**config.mk**
```make
export PLATFORM = sky130hd
export DESIGN_NAME = seg7_scan_mux
export DESIGN_NICKNAME = d
export VERILOG_FILES = /design/src/rtl/seg7_scan_mux.sv
export SDC_FILE = /design/constraint.sdc
export NUM_CORES = 1
export LEC_CHECK = 0
export ABC_AREA = 1
export BUFFER_PORTS_ARGS = -buffer_cell sky130_fd_sc_hd__buf_2
export CORE_MARGIN = 10
export CORE_UTILIZATION = 46
export CTS_BUF_LIST = sky130_fd_sc_hd__clkbuf_8
export DETAILED_ROUTE_END_ITERATION = 7
export GPL_ROUTABILITY_DRIVEN = 1
export PLACE_DENSITY = 0.78
export RECOVER_POWER = 100
export SLEW_MARGIN = 20
export SYNTH_ARGS = -nofsm -noshare
export SYNTH_HDL_FRONTEND = slang
export SYNTH_SLANG_ARGS = --single-unit
```
**constraint.sdc**
```tcl
create_clock -name clk_100MHz -period 1.9 [get_ports clk_100MHz]
set_input_delay 0.095 -clock clk_100MHz [delete_from_list [all_inputs] [get_ports clk_100MHz]]
set_output_delay 0.095 -clock clk_100MHz [all_outputs]
set_load 0.005 [all_outputs]
```
**src/rtl/seg7_scan_mux.sv**
```systemverilog
// Eight-digit common-anode 7-segment scan driver for the vericlock time/date pages.
// Frame-coherent snapshot, per-slot anti-ghosting blank interval and digit blinking.
module seg7_scan_mux #(
   parameter int DIGIT_TICKS = 100_000,
   parameter int BLANK_TICKS = 1_000,
   parameter int BLINK_TICKS = 25_000_000
) (
   input  logic        clk_100MHz,
   input  logic        reset,
   input  logic [13:0] hour_7seg,
   input  logic [13:0] min_7seg,
   input  logic [13:0] sec_7seg,
   input  logic [13:0] day_7seg,
   input  logic [13:0] month_7seg,
   input  logic [27:0] year_7seg,
   input  logic        page,
   input  logic [7:0]  blink_mask,
   output logic [7:0]  an_n,
   output logic [6:0]  seg_n,
   output logic        dp_n,
   output logic        frame_start
);

   localparam int TW = $clog2(DIGIT_TICKS);
   localparam int BW = (BLINK_TICKS > 1) ? $clog2(BLINK_TICKS) : 1;
   localparam logic [TW-1:0] T_LAST  = TW'(DIGIT_TICKS - 1);
   localparam logic [TW-1:0] T_BLANK = TW'(BLANK_TICKS);
   localparam logic [TW-1:0] T_ONE   = TW'(1);
   localparam logic [TW-1:0] T_ZERO  = TW'(0);
   localparam logic [BW-1:0] B_LAST  = BW'(BLINK_TICKS - 1);
   localparam logic [BW-1:0] B_ONE   = BW'(1);
   localparam logic [BW-1:0] B_ZERO  = BW'(0);

   logic          running_r;
   logic [TW-1:0] t_r;
   logic [2:0]    d_r;
   logic [BW-1:0] blink_cnt_r;
   logic          blink_phase_r;

   logic [13:0]   snap_hour_r;
   logic [13:0]   snap_min_r;
   logic [13:0]   snap_sec_r;
   logic [13:0]   snap_day_r;
   logic [13:0]   snap_month_r;
   logic [27:0]   snap_year_r;
   logic          snap_page_r;
   logic [7:0]    snap_mask_r;

   logic          wrap_s;
   logic          frame_enter_s;
   logic          active_s;
   logic          visible_s;
   logic [6:0]    pat_s;
   logic          dp_s;

   // Slot and frame boundary decode; running_r low means edge 0 has not yet entered (0,0)
   always_comb begin
      wrap_s        = 1'b0;
      frame_enter_s = 1'b0;
      active_s      = 1'b0;
      visible_s     = 1'b1;
      if (running_r) begin
         wrap_s        = (t_r == T_LAST);
         frame_enter_s = wrap_s && (d_r == 3'd7);
         active_s      = (t_r >= T_BLANK);
      end else begin
         frame_enter_s = 1'b1;
      end
      if (snap_mask_r[d_r] && !blink_phase_r) begin
         visible_s = 1'b0;
      end else begin
         visible_s = 1'b1;
      end
   end

   // Digit content selection from the frame snapshot
   always_comb begin
      pat_s = 7'h00;
      dp_s  = 1'b0;
      case ({snap_page_r, d_r})
         4'b0_000: pat_s = snap_sec_r[6:0];
         4'b0_001: pat_s = snap_sec_r[13:7];
         4'b0_010: begin pat_s = snap_min_r[6:0];  dp_s = 1'b1; end
         4'b0_011: pat_s = snap_min_r[13:7];
         4'b0_100: begin pat_s = snap_hour_r[6:0]; dp_s = 1'b1; end
         4'b0_101: pat_s = snap_hour_r[13:7];
         4'b1_000: pat_s = snap_year_r[6:0];
         4'b1_001: pat_s = snap_year_r[13:7];
         4'b1_010: pat_s = snap_year_r[20:14];
         4'b1_011: pat_s = snap_year_r[27:21];
         4'b1_100: begin pat_s = snap_month_r[6:0]; dp_s = 1'b1; end
         4'b1_101: pat_s = snap_month_r[13:7];
         4'b1_110: begin pat_s = snap_day_r[6:0];   dp_s = 1'b1; end
         4'b1_111: pat_s = snap_day_r[13:7];
         default: begin
            pat_s = 7'h00;
            dp_s  = 1'b0;
         end
      endcase
   end

   // Slot counter and digit index
   always_ff @(posedge clk_100MHz or negedge reset) begin
      if (!reset) begin
         running_r <= 1'b0;
         t_r       <= T_ZERO;
         d_r       <= 3'd0;
      end else if (!running_r) begin
         running_r <= 1'b1;
         t_r       <= T_ZERO;
         d_r       <= 3'd0;
      end else if (wrap_s) begin
         t_r <= T_ZERO;
         d_r <= d_r + 3'd1;
      end else begin
         t_r <= t_r + T_ONE;
      end
   end

   // Free-running blink timebase, independent of the scan
   always_ff @(posedge clk_100MHz or negedge reset) begin
      if (!reset) begin
         blink_cnt_r   <= B_ZERO;
         blink_phase_r <= 1'b1;
      end else if (blink_cnt_r == B_LAST) begin
         blink_cnt_r   <= B_ZERO;
         blink_phase_r <= ~blink_phase_r;
      end else begin
         blink_cnt_r <= blink_cnt_r + B_ONE;
      end
   end

   // Frame snapshot, taken on the edge that enters (0,0)
   always_ff @(posedge clk_100MHz or negedge reset) begin
      if (!reset) begin
         snap_hour_r  <= 14'h0000;
         snap_min_r   <= 14'h0000;
         snap_sec_r   <= 14'h0000;
         snap_day_r   <= 14'h0000;
         snap_month_r <= 14'h0000;
         snap_year_r  <= 28'h0000000;
         snap_page_r  <= 1'b0;
         snap_mask_r  <= 8'h00;
      end else if (frame_enter_s) begin
         snap_hour_r  <= hour_7seg;
         snap_min_r   <= min_7seg;
         snap_sec_r   <= sec_7seg;
         snap_day_r   <= day_7seg;
         snap_month_r <= month_7seg;
         snap_year_r  <= year_7seg;
         snap_page_r  <= page;
         snap_mask_r  <= blink_mask;
      end else begin
         snap_page_r  <= snap_page_r;
      end
   end

   // Registered pin drive, one cycle behind the (d,t) state it reflects
   always_ff @(posedge clk_100MHz or negedge reset) begin
      if (!reset) begin
         an_n        <= 8'hFF;
         seg_n       <= 7'h7F;
         dp_n        <= 1'b1;
         frame_start <= 1'b0;
      end else begin
         frame_start <= running_r && (t_r == T_ZERO) && (d_r == 3'd0);
         if (active_s) begin
            an_n <= ~(8'd1 << d_r);
            if (visible_s) begin
               seg_n <= ~pat_s;
               dp_n  <= ~dp_s;
            end else begin
               seg_n <= 7'h7F;
               dp_n  <= 1'b1;
            end
         end else begin
            an_n  <= 8'hFF;
            seg_n <= 7'h7F;
            dp_n  <= 1'b1;
         end
      end
   end

endmodule

```
==> key figures <==
Timing
  • F_max: 533 MHz
  • Final Hold Viols: 0
  • Final Cycle Share: 0.987
  • Worst Max-Slew Pin Slew: 1.18 ns
  • Relative slew margins: 0.214
  • Final setup viols: 0
  • Clk_skew: approximately 0.011 ns
  • Period minus WS final: 1.88 ns
  • Fin. max-slew vios: 0

Finish
  • Reg area: approximately 4300 µm²
  • Area of the multi-input gates: 3720 µm²
  • Non-Filler Instances: 1590
  • Nets: 1464
  • Synthesis-to-finish area growth: 32.7%
  • Fillers: about 1.5k
  • Layout cell share with drive strength beyond 1: 0.177

Logic synthesis
  • Post-synthesis sequential area ratio: 0.503
  • Synth top cells by count: nand2_1, nand3_1, dfrtp_1
  • Syn Area/Cell: 7.77 µm²
  • Syn_nets: 1218
  • Synth Register Bits: 171
  • Mapped Cells: about 1.1k
  • Synth top area cells: dfrtp_1, nand2_1, nand3_1, nor2_1, dfstp_2
  • Top-count cell post-synth: nand2_1
  • Area leader, netlist: dfrtp_1
  • Library cells used by synthesis: 31
  • Ys async rst share: 1.00
  • Number of enable flip-flop cells after synthesis: 0
  • Yosys top cell area share: 0.451
  • Synth Flop Type: dfrtp_1
  • Ys Warns: 0
  • Synth Cell Area: 8540 µm²

Global routing
  • Initial antenna violation count: 2
  • Largest net degree at the start of global routing: ~100
  • Total routing usage reported by global routing: 0.213
  • First-pass GRT wire length: 42.0 mm
  • Grt total ovfl: 0
  • Vias in the first global route: approximately 8k

Clocking
  • Sinks on Clock Net: 171
  • Worst-path clk slew: 0.09 ns
  • Root buf cell: clkbuf_8
  • Clk_lat worst skew: 0.48 ns
  • Num CTS Buffers: 17
  • Clock tree buffer depth: 2
  • CTS tree: done
  • H-tree levels: 4

Pwr
  • PwrDens: 721 nW/µm²
  • Total power draw: around 8.2 mW
  • Peak supply drop: around 0.57 mV
  • Static leakage: 5.65 nW

Detailed routing
  • WL met1: 11.6 mm
  • # DRC: 0
  • Metal3 WL: 2.49 mm
  • ANT nets after route: 0
  • Uppermost layer routed: met4
  • Initial DRC Count: 910
  • Via count: 8712
  • 1st-pass router iterations: 5
  • Met2 WL: 13.4 mm
  • Final wirelength: 28.6 mm
  • Routed len/inst: 18.0 µm
  • Post-DR vias/cell: 5.48

Critical path
  • Worst reg2reg path depth: 10
  • Setup crit end kind: flop
  • Startpoint Class: flop
  • Worst-path maximum fanout: 7
  • Worst path arrival time: 2.26 ns
  • Req. time, crit path: 2.29 ns
  • Worst Path Class, Setup: reg -> reg

Floorplanning
  • Initial Utilization: 0.471
  • DIE WIDTH: 156 µm
  • Num rows: 49
  • Num ports: roughly 130
  • Die height: 156 µm
  • CORE AREA: 18100 µm²
  • Die area: approximately 24000 µm²

Worst hold path
  • Worst Hold Depth: 4
  • Hold Path Class: in -> reg

Placement
  • IO Port Bufs: 125
  • Final GP Congestion: about 0.9
  • Inst Count DP: 1428
  • DP HPWL: 17.2 mm

Job
  • Maxcap violations: 0

Outcome
  • Status: finished clean
## routing by layer
| metal | track usage | up-vias |
|---|---|---|
| met2 | 0.333 | 468 |
| met4 | 0.0948 | 0 |
| met1 | 0.280 | 4112 |
| met3 | 0.0430 | 95 |
| li1 | - | 4037 |
| met5 | 0 | - |
## kinds of logic (layout without fill, tap and decap cells)
kind of cell    Yosys count  count (layout)  share of synthesized area
flops                   171             171                      0.503
fa+ha+maj                 9               9                     0.0132
compound gates           18              18                     0.0111
buf+inv                 131             388                     0.0728
other cells               1               3                   0.000439
simple gates            752             754                      0.381
xor+xnor                 18              18                     0.0185
## through the flow
| step | hold WS, ns | setup WS, ns | utilization | instance area, µm² | TNS [ns] |
|---|---|---|---|---|---|
| 3_3_place_gp | 0.0623 | 0.144 | 0.522 | 9470 | 0 |
| 2_1_floorplan | -0.201 | 0.105 | - | 8540 | 0 |
| 5_1_grt | 0.404 | -0.0815 | 0.625 | 11300 | -2.16 |
| 6_report | 0.388 | 0.0244 | 0.625 | 11300 | 0 |
| 4_1_cts | 0.142 | 0.0503 | 0.602 | 10900 | 0 |
| 3_5_place_dp | 0.0640 | 0.0691 | 0.522 | 9470 | 0 |
## registers in the layout, indices dropped and copies added, names as in the netlist, 3 cells and up
signal	flops
d_r	3
an_n	8
snap_sec_r	14
seg_n	7
t_r	17
blink_cnt_r	25
snap_mask_r	8
snap_hour_r	14
snap_month_r	14
snap_year_r	28
snap_day_r	14
snap_min_r	14
## critical path, cell delays in order (launching register included)
cell and delay, ns:
dfrtp_1 0.45, inv_1 0.20, ha_1 0.25, nand2_1 0.10, buf_4 0.18, nor2_1 0.20
nand2_1 0.09, nand3_1 0.11, nor2_2 0.07, nand3_1 0.07, nand3_1 0.07
## timing repair
action                                  in CTS  in global routing
gates resized for setup                      0                 18
endpoints found under the setup margin       0                115
hold buffers                               108                  0
hold endpoints to repair                   265                  0
buffers inserted                             0                  5
## placed cells by master, fill, tap and decap left out, drive strengths merged, types with 11 or more instances in the layout
cell type / instances
nor3: 11
dfstp: 17
nand3: 199
nand2: 357
inv: 78
o21ai: 13
nand4: 48
dfrtp: 154
nor2: 130
clkbuf: 27
buf: 165
dlygate4sd3: 108
xor2: 13
## final cells by class
class | count | area share
clock inverters | 14 | 0.0107
repair buffers | 282 | 0.210
diodes | 2 | 0.000441
inverters | 74 | 0.0245
multi-input cells | 800 | 0.328
well taps | 229 | 0.0253
clock buffers | 18 | 0.0219
flip-flops and latches | 171 | 0.379
## final timing paths
kind	startpoint	to	slack (ns)
setup / recovery	d_r[0]	seg_n[2]	0.02
hold / removal	year_7seg[2]	snap_year_r[2]	0.39
setup reg to reg	d_r[0]	seg_n[2]	0.02
hold reg to reg	blink_phase_r	blink_phase_r	0.47
max in group asynchronous	reset	seg_n[1]	0.45
min in group asynchronous	reset	t_r[6]	0.40
## where the power goes
group | total [mW] | switching [mW] | internal, mW
clock | 2.48 | 1.41 | 1.07
sequential | 4.16 | 0.215 | 3.95
combinational | 1.54 | 0.886 | 0.650
total | 8.18 | 2.51 | 5.67
Power figures use the tool's default switching activity.
